--- src/rtl/nand_logic_pkg.sv ---
// Shared types and constants for the NAND-built logic unit and its self-test.
package nand_logic_pkg;

  typedef enum logic [2:0] {
    OP_NOT_A = 3'd0,
    OP_NOT_B = 3'd1,
    OP_AND   = 3'd2,
    OP_OR    = 3'd3,
    OP_NAND  = 3'd4,
    OP_NOR   = 3'd5,
    OP_XOR   = 3'd6,
    OP_XNOR  = 3'd7
  } op_e;

  typedef enum logic [1:0] {
    ST_IDLE  = 2'd0,
    ST_SWEEP = 2'd1,
    ST_DONE  = 2'd2
  } state_e;

  localparam int unsigned SWEEP_LEN = 32;

  // Truth table per op, bit position = {a,b} (MSB is a=1,b=1).
  localparam logic [3:0] GOLDEN [0:7] = '{
    4'b0011,  // NOT_A
    4'b0101,  // NOT_B
    4'b1000,  // AND
    4'b1110,  // OR
    4'b0111,  // NAND
    4'b0001,  // NOR
    4'b0110,  // XOR
    4'b1001   // XNOR
  };

  // Expected result bit for sweep vector {op,a,b}.
  function automatic logic golden_bit(input logic [4:0] idx);
    logic [3:0] row;
    row = GOLDEN[idx[4:2]];
    return row[idx[1:0]];
  endfunction

endpackage

--- src/rtl/nand_func_bank.sv ---
// Combinational function generator: every function is formed from 2-input NANDs only.
module nand_func_bank
  import nand_logic_pkg::*;
#(
  parameter int WIDTH = 8
) (
  input  logic [2:0]       op,
  input  logic [WIDTH-1:0] a,
  input  logic [WIDTH-1:0] b,
  output logic [WIDTH-1:0] r
);

  logic [WIDTH-1:0] n_ab, not_a, not_b, f_and, f_or, f_nor, t_a, t_b, f_xor, f_xnor;

  // NAND network, one gate level per line; XOR is the classic 4-NAND form.
  always_comb begin
    n_ab   = ~(a & b);
    not_a  = ~(a & a);
    not_b  = ~(b & b);
    f_and  = ~(n_ab & n_ab);
    f_or   = ~(not_a & not_b);
    f_nor  = ~(f_or & f_or);
    t_a    = ~(a & n_ab);
    t_b    = ~(b & n_ab);
    f_xor  = ~(t_a & t_b);
    f_xnor = ~(f_xor & f_xor);
  end

  // Function select.
  always_comb begin
    r = '0;
    case (op_e'(op))
      OP_NOT_A: r = not_a;
      OP_NOT_B: r = not_b;
      OP_AND:   r = f_and;
      OP_OR:    r = f_or;
      OP_NAND:  r = n_ab;
      OP_NOR:   r = f_nor;
      OP_XOR:   r = f_xor;
      OP_XNOR:  r = f_xnor;
      default:  r = '0;
    endcase
  end

endmodule

--- src/rtl/nand_logic_unit.sv ---
// Registered NAND logic unit with valid/ready stream and built-in truth-table sweep.
//
// state    | meaning
// ---------+-------------------------------------------------------
// ST_IDLE  | accepting stream transfers, waiting for sweep_start
// ST_SWEEP | applying vector idx to the function bank, one per cycle
// ST_DONE  | single-cycle sweep_done pulse, then back to idle
module nand_logic_unit
  import nand_logic_pkg::*;
#(
  parameter int WIDTH = 8
) (
  input  logic             clk,
  input  logic             rst_n,
  input  logic             in_valid,
  output logic             in_ready,
  input  logic [2:0]       op,
  input  logic [WIDTH-1:0] a,
  input  logic [WIDTH-1:0] b,
  output logic             out_valid,
  input  logic             out_ready,
  output logic [WIDTH-1:0] y,
  input  logic             sweep_start,
  input  logic             fault_inject,
  output logic             sweep_busy,
  output logic             sweep_done,
  output logic             sweep_err,
  output logic [4:0]       err_idx
);

  state_e           state, state_nxt;
  logic [4:0]       idx;
  logic             in_sweep, xfer, start_acc, mismatch;
  logic [2:0]       fb_op;
  logic [WIDTH-1:0] fb_a, fb_b, fb_r, chk_r;

  assign in_sweep   = (state == ST_SWEEP);
  // rst_n gating keeps the unit from advertising readiness while held in reset.
  assign in_ready   = rst_n && (state == ST_IDLE) && (!out_valid || out_ready);
  assign xfer       = in_valid && in_ready;
  assign start_acc  = (state == ST_IDLE) && sweep_start && !out_valid && !xfer;
  assign sweep_busy = in_sweep;
  assign sweep_done = (state == ST_DONE);

  // Input mux: the sweep borrows the same function bank as the stream path.
  always_comb begin
    fb_op = op;
    fb_a  = a;
    fb_b  = b;
    if (in_sweep) begin
      fb_op = idx[4:2];
      fb_a  = {WIDTH{idx[1]}};
      fb_b  = {WIDTH{idx[0]}};
    end
  end

  nand_func_bank #(.WIDTH(WIDTH)) u_func_bank (
    .op (fb_op),
    .a  (fb_a),
    .b  (fb_b),
    .r  (fb_r)
  );

  // Fault injection flips bit 0 only on the checked copy, never the stream result.
  always_comb begin
    chk_r    = fb_r ^ WIDTH'(fault_inject);
    mismatch = in_sweep && (chk_r != {WIDTH{golden_bit(idx)}});
  end

  // Next-state logic.
  always_comb begin
    state_nxt = state;
    case (state)
      ST_IDLE:  if (start_acc) state_nxt = ST_SWEEP;
      ST_SWEEP: if (idx == 5'(SWEEP_LEN - 1)) state_nxt = ST_DONE;
      ST_DONE:  state_nxt = ST_IDLE;
      default:  state_nxt = ST_IDLE;
    endcase
  end

  // State register.
  always_ff @(posedge clk or negedge rst_n) begin
    if (!rst_n) state <= ST_IDLE;
    else        state <= state_nxt;
  end

  // Sweep index and sticky first-error capture.
  always_ff @(posedge clk or negedge rst_n) begin
    if (!rst_n) begin
      idx       <= '0;
      sweep_err <= 1'b0;
      err_idx   <= '0;
    end else if (start_acc) begin
      idx       <= '0;
      sweep_err <= 1'b0;
      err_idx   <= '0;
    end else if (in_sweep) begin
      idx <= idx + 5'd1;
      if (mismatch && !sweep_err) begin
        sweep_err <= 1'b1;
        err_idx   <= idx;
      end
    end
  end

  // Output register: loads on transfer, drains when the consumer accepts.
  always_ff @(posedge clk or negedge rst_n) begin
    if (!rst_n) begin
      y         <= '0;
      out_valid <= 1'b0;
    end else if (xfer) begin
      y         <= fb_r;
      out_valid <= 1'b1;
    end else if (out_ready) begin
      out_valid <= 1'b0;
    end
  end

endmodule

--- config.mk ---
export PLATFORM = sky130hd
export DESIGN_NAME = nand_logic_unit
export DESIGN_NICKNAME = d
export VERILOG_FILES = /design/src/rtl/nand_logic_pkg.sv /design/src/rtl/nand_func_bank.sv /design/src/rtl/nand_logic_unit.sv
export SDC_FILE = /design/constraint.sdc
export NUM_CORES = 1
export LEC_CHECK = 0
export BUFFER_PORTS_ARGS = -buffer_cell sky130_fd_sc_hd__buf_2
export CAP_MARGIN = 25
export CORE_MARGIN = 4
export CORE_UTILIZATION = 52
export CTS_BUF_LIST = sky130_fd_sc_hd__clkbuf_2
export DETAILED_ROUTE_END_ITERATION = 6
export GPL_ROUTABILITY_DRIVEN = 0
export HOLD_SLACK_MARGIN = 0.08
export PLACE_DENSITY = 0.91
export SKIP_CTS_REPAIR_TIMING = 1
export SLEW_MARGIN = 20
export SYNTH_ARGS = -nofsm -noshare
export SYNTH_HDL_FRONTEND = slang
export SYNTH_SLANG_ARGS = --single-unit
--- constraint.sdc ---
create_clock -name clk -period 3.1 [get_ports clk]
set_input_delay 0.465 -clock clk [delete_from_list [all_inputs] [get_ports clk]]
set_output_delay 0.465 -clock clk [all_outputs]
set_load 0.01 [all_outputs]
Word level (Yosys, flattened, before mapping)
Memories as Yosys holds them, arrays and structs flattened. Index checks and enable logic that the tools add are counted.

ROM bits: 32. Output and inout port bits: 18. Register bits after elaboration: 22. Memories kept: 1. Input port bits: 25.

Memories: (no name shown) (words 8, bits a word 4, read ports 1, clocked after Yosys merged registers in 0, write ports 0, line nand_logic_pkg.sv:38) `row = GOLDEN[idx[4:2]];`.

Reduce and logical (&&, ||, !) cells: 19. Bitwise operators: 22. Muxes and demuxes: 21. Equality and inequality tests: 13. Order comparisons: 2. Add/sub/neg operators: 1.

Operators by type and width (number): $and 8x8->8 (10); $not 8->8 (10); $pmux 8 s8 (1); $mux 5 (5); $mux 8 (2); $eq 3x3->1 const B (4); $logic_and 1x1->1 (8); $mux 4 (2); $ne 8x8->1 (1); $xor 8x1->8 (1); $eq 3x2->1 const B (2); $mux 1 (6); $reduce_bool 2->1 (3); $add 5x1->5 const B (1); $eq 5x5->1 const B (1); $ge 4x4->1 const B (1); $mux 2 (2); $not 3->4 (1); $pmux 2 s2 (1); $reduce_and 2->1 (2); $eq 3x1->1 const B (1); $logic_not 1->1 (3); $logic_not 3->1 (1); $lt 2x3->1 const B (1); 8 further kinds (8).

Logic depth before layout (Yosys ltp)
Gate-level depths: netlist of the first run.

Word-level depth: 18. Depth in mapped cells: 14. Depth with buffers taken out: 12.

By module
Synthesis of the first run repeated with hierarchy kept, for this count alone.

Cell total of the unflattened synthesis: 260. Area, all modules: 2095.8 sq um.

Modules (own cells, without submodules): nand_logic_unit (area each 1272.5 sq um, seq. area each 550.5 sq um, instances 1, cells each 143); nand_func_bank (area each 823.3 sq um, seq. area each 0.0 sq um, instances 1, cells each 117).

Least setup slack after synthesis of the first run
Ideal clock, no wire load.

Kind: flip-flop to flip-flop. From: register state[1]. To: register err_idx[0]. Data required time: 3.021 ns. Period minus slack after synthesis: 3.174 ns. Data arrival time: 3.095 ns. Path slack: -0.074 ns. Cell stages (with the launch flop): 14. Library setup time: 0.079 ns. Cells stage by stage: dfrtp_1 -> nand2b_4 -> buf_12 -> clkbuf_1 -> clkbuf_1 -> a21oi_1 -> ha_1 -> or3_1 -> a41o_1 -> o22ai_1 -> nand4_1 -> or3_4 -> nand3_4 -> mux2i_1.

Word-level cells in the longest chain between the ends: 17. Elaborated cells between the ends (all ways): 49. Classes of those cells: eq/ne: 9; mux: 5; bitwise: 21; reduce/logical: 14.

RTL lines: start, declared (line nand_logic_unit.sv:31) `state_e state, state_nxt;`; start signal, assigned (line nand_logic_unit.sv:84) `else state <= state_nxt;`; $eq 2x1->1 (line nand_logic_unit.sv:37) `assign in_sweep = (state == ST_SWEEP);`; $mux 8 (line nand_logic_unit.sv:50) `if (in_sweep) begin`; $and 8x8->8 (line nand_func_bank.sv:17) `n_ab = ~(a & b);`; $not 8->8 (line nand_func_bank.sv:17); $and 8x8->8, on equally long branches (line nand_func_bank.sv:23, nand_func_bank.sv:24); $not 8->8, on equally long branches (line nand_func_bank.sv:23, nand_func_bank.sv:24); $and 8x8->8 (line nand_func_bank.sv:25) `f_xor = ~(t_a & t_b);`; $not 8->8 (line nand_func_bank.sv:25); $and 8x8->8 (line nand_func_bank.sv:26) `f_xnor = ~(f_xor & f_xor);`; $not 8->8 (line nand_func_bank.sv:26); $pmux 8 s8 (line nand_func_bank.sv:32) `case (op_e'(op))`; $xor 8x1->8 (line nand_logic_unit.sv:66) `chk_r = fb_r ^ WIDTH'(fault_inject);`; $ne 8x8->1 (line nand_logic_unit.sv:67) `mismatch = in_sweep && (chk_r != {WIDTH{golden_bit(idx)}});`; $logic_and 1x1->1 (line nand_logic_unit.sv:67); $logic_and 1x1->1 (line nand_logic_unit.sv:99) `if (mismatch && !sweep_err) begin`; $reduce_bool 2->1 (no source line); $reduce_and 2->1 (no source line); end signal, assigned (line nand_logic_unit.sv:101) `err_idx <= idx;`; end, declared (line nand_logic_unit.sv:28) `output logic [4:0] err_idx`.

Parallel ways exist; a longest one is shown, timed or not. A chain may end at the register's enable or synchronous reset.

Final worst setup path of the first run
Same ends and word-level chain as after synthesis.

==> results by group, run 1 <==
Power and ir drop
  – VDD IR max: 0.000576 V
  – Int Power: about 1.5 mW
  – Power after layout: 3.14 mW
  – PwrDens: 1220 nW/µm²
  – Seq pwr share: ~16%
  – Clock Power Share: 3.5%
  – Leak Pwr: roughly 1.3 nW
  – Sw frac: roughly 52%
  – Combinational power share: 80.5%
  – Switching power: about 1.6 mW

Final layout
  – Antenna cell count: 0
  – Most frequent cells in the layout: 42 x buf_2, 24 x a21oi_1, 23 x nor2_1
  – Fraction of layout cells with a size suffix above 1: a little under a third
  – Cell area after layout: about 2600 µm²
  – Layout Cells excl Fill: about 350
  – Layout Nets: 350
  – P&R area growth vs syn: 19.3%
  – Commonest non-fill, non-tap cell in the layout: buf_2

Place
  – # port buffers: 42
  – Placed cell count: about 350
  – HPWL Detailed: 4.66 mm
  – Post-Place Cell Area: ~2500 µm²

Setup path
  – Crit-path max FO: 8
  – Worst Path Required: roughly 3.4 ns
  – Worst Path Class, Setup: flip-flop to flip-flop
  – Slowest cell on crit path: dfrtp_1
  – Critical path, cell by cell: nand2b_4 -> nor2_1 -> buf_4 -> a21oi_1 -> ha_1 -> and2_1 -> or3_1 -> a32o_2 -> xor2_1 -> or3_4 -> nand3_4 -> mux2i_1
  – CP top delay family: simple AND/OR/NAND/NOR gates
  – Crit path DAT: between 3 and 4 ns
  – Startpoint Class: flip-flop
  – Setup crit end kind: flip-flop
  – Critical path buffers and inverters: 1
  – Slowest Stage Delay on Critical Path: approximately 0.44 ns

Floorplanning
  – Die H: 72.4 µm
  – I/O pins: 43
  – Starting Density: a little over half
  – Die Area: between 5000 and 6000 µm²
  – Core Region: between 4000 and 5000 µm²
  – Row cnt: 23
  – Horiz. Die Dim: a little over 70 µm

Job
  – MaxCap Viol Count: 0

GRT
  – Largest net degree at the start of global routing: 24
  – Vias in the first global route: around 2100
  – Gr busiest metal: met2
  – Total GRT Usage: 23.5%
  – Met1 Usage GRT: a little under a third
  – GRT met2 Usage: 38.5%
  – First-pass GRT wire length: 9.90 mm
  – GRT overflow: 0
  – Routing usage on met3: approximately 5.3%
  – Initial antenna violation count: 0

STA
  – Tightest Pin Transition: roughly 0.50 ns
  – Final Max Tran Viols: 0
  – Tcrit/Tclk final: a little over nine tenths
  – Slew headroom: between 60 and 70%
  – Setup violations, final: 0
  – Crit path time final: between 3 and 4 ns
  – Fin Setup TNS: 0 ns
  – Final Hold Vio Count: 0
  – Final clock skew: about 0.0057 ns
  – Fmax: 0.331 GHz
  – WHS: between 0.3 and 0.4 ns

Synthesis
  – YS warnings: 0
  – Top-area cell type share of the netlist area: approximately 26%
  – Yosys cell types: 53
  – Post-synth net total: between 200 and 300
  – FFs w/ async S/R, synth: 100%
  – Synth Cell Area: approximately 2200 µm²
  – Mean area per synthesized cell: around 8.5 µm²
  – Post-Synthesis Cells: 254
  – Post-synth EDFFs: 0
  – Yosys top cell by area: dfrtp_1
  – Post-synth top flop: dfrtp_1
  – Synth top area cells: dfrtp_1 26%, ha_1 12%, a21oi_1 5.8%
  – Synthesized flop and latch total: 22
  – Post-synthesis sequential area ratio: between 20% and 30%

Clocking
  – H-tree lvl count: 1
  – Clock Pin Slew Worst Setup and Hold Paths: between 0.15 and 0.2 ns
  – Cts bufs inserted: 3
  – Clk sink count: 22
  – Root Buffer: clkbuf_2
  – Clock Tree Buf Depth: 2
  – CTS tree: done
  – Worst-Skew Late Latency: roughly 0.33 ns

Detailed routing
  – Vias: between 2000 and 2500
  – # DRC: 0
  – Drt pass-1 iters: 5
  – Final ANT Viol Nets: 0
  – WL per Instance: about 17 µm
  – Initial drt markers: slightly below 200
  – Detailed Route WL: ~6 mm
  – Vias/cell: between 6 and 7

Min path
  – HP Class: primary input to flip-flop

Outcome
  – Status: finished clean
-- per-stage QoR --
step                worst slack, ns  util [%]
floorplan                    0.0128         -
global placement              0.189      61.5
detailed placement           0.0669      61.5
CTS                          0.0241      61.9
global route                -0.0128      64.2
finish                       0.0751      64.2
-- cells by family after synthesis --
group	synth area share [%]
fa+ha+maj	11.6
simple gates	18.0
xor+xnor	1.63
mux	12.7
flops	25.6
compound gates	22.4
buf+inv	8.08
-- layout make-up --
type,count,area (µm²)
tap,50,62.6
timing repair buffer,63,374
inverter,22,87.6
fill,294,1430
sequential,22,552
multi-input combinational,193,1480
clock buffer,3,15.0
-- worst paths after layout --
check / slack (ns) / cells past startpoint / start / end
min: 0.38 / 3 / out_ready / out_valid
max reg2reg: 0.08 / 12 / state[1] / err_idx[0]
max in group asynchronous: 2.15 / 2 / rst_n / state[0]
min in group asynchronous: 0.59 / 2 / rst_n / err_idx[4]
min reg2reg: 0.52 / 2 / y[0] / y[0]
max: 0.08 / 12 / state[1] / err_idx[0]
-- cell usage after synthesis, types with 4 or more instances --
cell	instances
a21oi_1	25
nor2_1	23
dfrtp_1	22
nand2_1	22
inv_1	21
ha_1	20
clkbuf_1	11
mux2i_1	11
o21ai_0	10
mux2_2	8
a221oi_1	5
buf_2	5
a22oi_1	4
a31oi_1	4
and2_1	4
o22ai_1	4
o32ai_1	4
-- tightest hold or removal path, stage by stage --
cell and delay [ns]:
buf_2 0.07, nand2b_1 0.10, nand2_1 0.05
-- power by group through the flow --
| stage | Clock [mW] | Combinational, mW | Sequential, mW |
|---|---|---|---|
| after floorplan | 0 | 1.61 | 0.520 |
| after global placement | 0 | 2.18 | 0.499 |
| after detailed placement | 0 | 2.28 | 0.506 |
| after CTS | 0.111 | 2.30 | 0.498 |
| after global routing | 0.126 | 2.75 | 0.514 |
| final | 0.110 | 2.52 | 0.502 |
-- metal layers --
metal / up-vias / wire length, µm
li1: 1023 / -
met1: 1057 / 2460
met2: 106 / 3010
met3: 15 / 490
met4: 0 / 158
met5: - / 0
-- flip-flops by register name (all words and copies together), names as in the netlist --
| register | count |
|---|---|
| idx | 5 |
| state | 2 |
| sweep_err | 1 |
| y | 8 |
| out_valid | 1 |
| err_idx | 5 |
(Power assumes the default switching activity.)
==> inputs of run 2 (changes only) <==
Settings changed: PLACE_DENSITY 0.91 to default, PLACE_DENSITY_LB_ADDON from default to 0.3.
==> results by group, run 2 (synthesis gave the netlist of run 1 again) <==
Setup path
  – Crit path DAT: ~3.3 ns
  – Reg2reg path depth: 10
  – Critical path, cell by cell: nand2b_4 -> buf_12 -> mux2_4 -> and2_1 -> or3_1 -> a32o_2 -> xor2_1 -> or3_4 -> nand3_4 -> mux2i_1
  – Reg-to-Reg End: err_idx[2]
  – Worst Path Class, Setup: flip-flop to flip-flop
  – Crit-path max FO: 14
  – Setup crit end kind: flip-flop
  – Launch point of the worst reg-to-reg path: state[1]
  – Startpoint Class: flip-flop
  – R2r setup slk: around 0.068 ns
  – Worst Path Required: between 3 and 4 ns
  – Slowest cell on crit path: dfrtp_2
  – Slowest Stage Delay on Critical Path: between 0.4 and 0.5 ns

Power and ir drop
  – Combinational power share: 80.9%
  – Clock Power Share: 5.6%
  – Power after layout: between 3 and 4 mW
  – VDD IR max: 0.000692 V
  – Int Power: between 1.5 and 2 mW
  – Sw frac: 49.8%
  – Leak Pwr: 1.33 nW
  – PwrDens: around 1300 nW/µm²
  – Seq pwr share: about 14%
  – Switching power: approximately 1.8 mW

Min path
  – Hold Startpoint: out_ready
  – Hold-critical path depth: 3
  – Hold EP: out_valid
  – HP Class: primary input to flip-flop

STA
  – Slew headroom: between 60% and 70%
  – Final clock skew: roughly 0.021 ns
  – Tightest Pin Transition: around 0.49 ns
  – Final Max Tran Viols: 0
  – Setup violations, final: 0
  – Tcrit/Tclk final: 97.8%
  – Fin Setup TNS: 0 ns
  – Final Worst Setup Slack: 0.0680 ns
  – Fmax: 0.330 GHz
  – Final Hold Vio Count: 0
  – WHS: 0.360 ns
  – Crit path time final: just over 3 ns

Final layout
  – P&R area growth vs syn: 27.5%
  – Cell area after layout: 2750 µm²
  – Commonest non-fill, non-tap cell in the layout: buf_2
  – Register with the most flip-flops: y
  – Largest registers: y: 8 flops, err_idx: 5 flops, idx: 5 flops
  – Fraction of layout cells with a size suffix above 1: 36.0%
  – FF+latch area: roughly 550 µm²
  – Multi-input logic area: approximately 1600 µm²
  – Largest register FFs: 8
  – Layout Nets: 354
  – Antenna cell count: 0
  – Most frequent cells in the layout: 42 x buf_2, 23 x a21oi_1, 22 x nor2_1, 22 x nand2_1, 21 x inv_1
  – FILL cells: 320

Clocking
  – CTS tree: done
  – Clock Tree Buf Depth: 2
  – Clock Pin Slew Worst Setup and Hold Paths: 0.22 ns
  – H-tree lvl count: 1
  – Root Buffer: clkbuf_2
  – Cts bufs inserted: 3
  – Clk sink count: 22
  – Worst-Skew Late Latency: about 0.35 ns

Detailed routing
  – # DRC: 0
  – Vias: 2206
  – Final ANT Viol Nets: 0
  – Drt pass-1 iters: 5
  – Vias/cell: 6.16
  – Detailed Route WL: approximately 6.3 mm
  – WL per Instance: 17.5 µm
  – Initial drt markers: between 100 and 150

Place
  – Pre-CTS WS: about 0.038 ns
  – # port buffers: between 40 and 50
  – Post-Place Cell Area: ~2500 µm²
  – HPWL Detailed: approximately 4.7 mm

Floorplanning
  – Die Area: approximately 5200 µm²
  – I/O pins: 43
  – Die H: 72.4 µm
  – Row cnt: 23
  – Core Region: approximately 4000 µm²
  – Starting Density: a little over half
  – Horiz. Die Dim: 72.4 µm

GRT
  – Largest net degree at the start of global routing: 23
  – Vias in the first global route: approximately 2000
  – Initial antenna violation count: 0
  – GRT overflow: 0
  – Total GRT Usage: between 20% and 30%
  – First-pass GRT wire length: ~9.5 mm

Outcome
  – Status: finished clean

Job
  – MaxCap Viol Count: 0
## run 2: changes by cell type in the layout (fill, tap and decap cells not counted), moves of 2 or more
cell / previous run / this run
buf_12: 0 / 3
nor4_4: 0 / 2
a221oi_1: 5 / 2
nor4_1: 2 / 0
a221oi_2: 0 / 3
## run 2: cell type report
type | count | share of cell area, %
Clock inverter | 1 | 1.09
Inverter | 22 | 3.19
Clock buffer | 3 | 0.547
Timing Repair Buffer | 66 | 15.7
Multi-Input combinational cell | 194 | 57.1
Sequential cell | 22 | 20.1
Tap cell | 50 | 2.28
## run 2: power groups by stage
stage	registers [mW]	clock network (mW)	logic, mW
floorplan	0.520	0	1.61
global placement	0.491	0	2.39
detailed placement	0.495	0	2.47
CTS	0.488	0.204	2.48
global route	0.510	0.219	3.20
finish	0.490	0.203	2.94
## run 2: worst max-delay path, delay by kind of cell, from the launching register on
kind | cells | cell delay, ns
xor gates and xnor gates | 1 | 0.18
muxes | 2 | 0.56
buffers and inverters | 1 | 0.17
DFF | 1 | 0.49
and+or+nand+nor | 5 | 1.27
AOI/OAI and AO/OA | 1 | 0.30
## run 2: stage by stage
step | instances | utilization (%)
2_1_floorplan | 254 | -
3_3_place_gp | 348 | 63.0
3_5_place_dp | 348 | 63.0
4_1_cts | 352 | 64.1
5_1_grt | 358 | 68.7
6_report | 358 | 68.7
## run 2: how the worst max path moves through the flow
stage / from / to / slack, ns / cells past startpoint
finish: state[1] / err_idx[2] / 0.07 / 10
detailed placement: state[1] / err_idx[2] / 0.04 / 12
global route: state[1] / err_idx[2] / -0.04 / 12
floorplan: state[1] / err_idx[0] / 0.01 / 13
global placement: state[1] / err_idx[2] / 0.16 / 10
CTS: state[1] / err_idx[2] / -0.02 / 12
## run 2: per-layer routing
| metal | up-vias | routed length [µm] | GRT usage [%] |
|---|---|---|---|
| li1 | 1045 | - | - |
| met1 | 1050 | 2590 | 31.0 |
| met2 | 103 | 3110 | 38.2 |
| met3 | 8 | 467 | 3.88 |
| met4 | 0 | 92 | 6.05 |
| met5 | - | 0 | 0 |
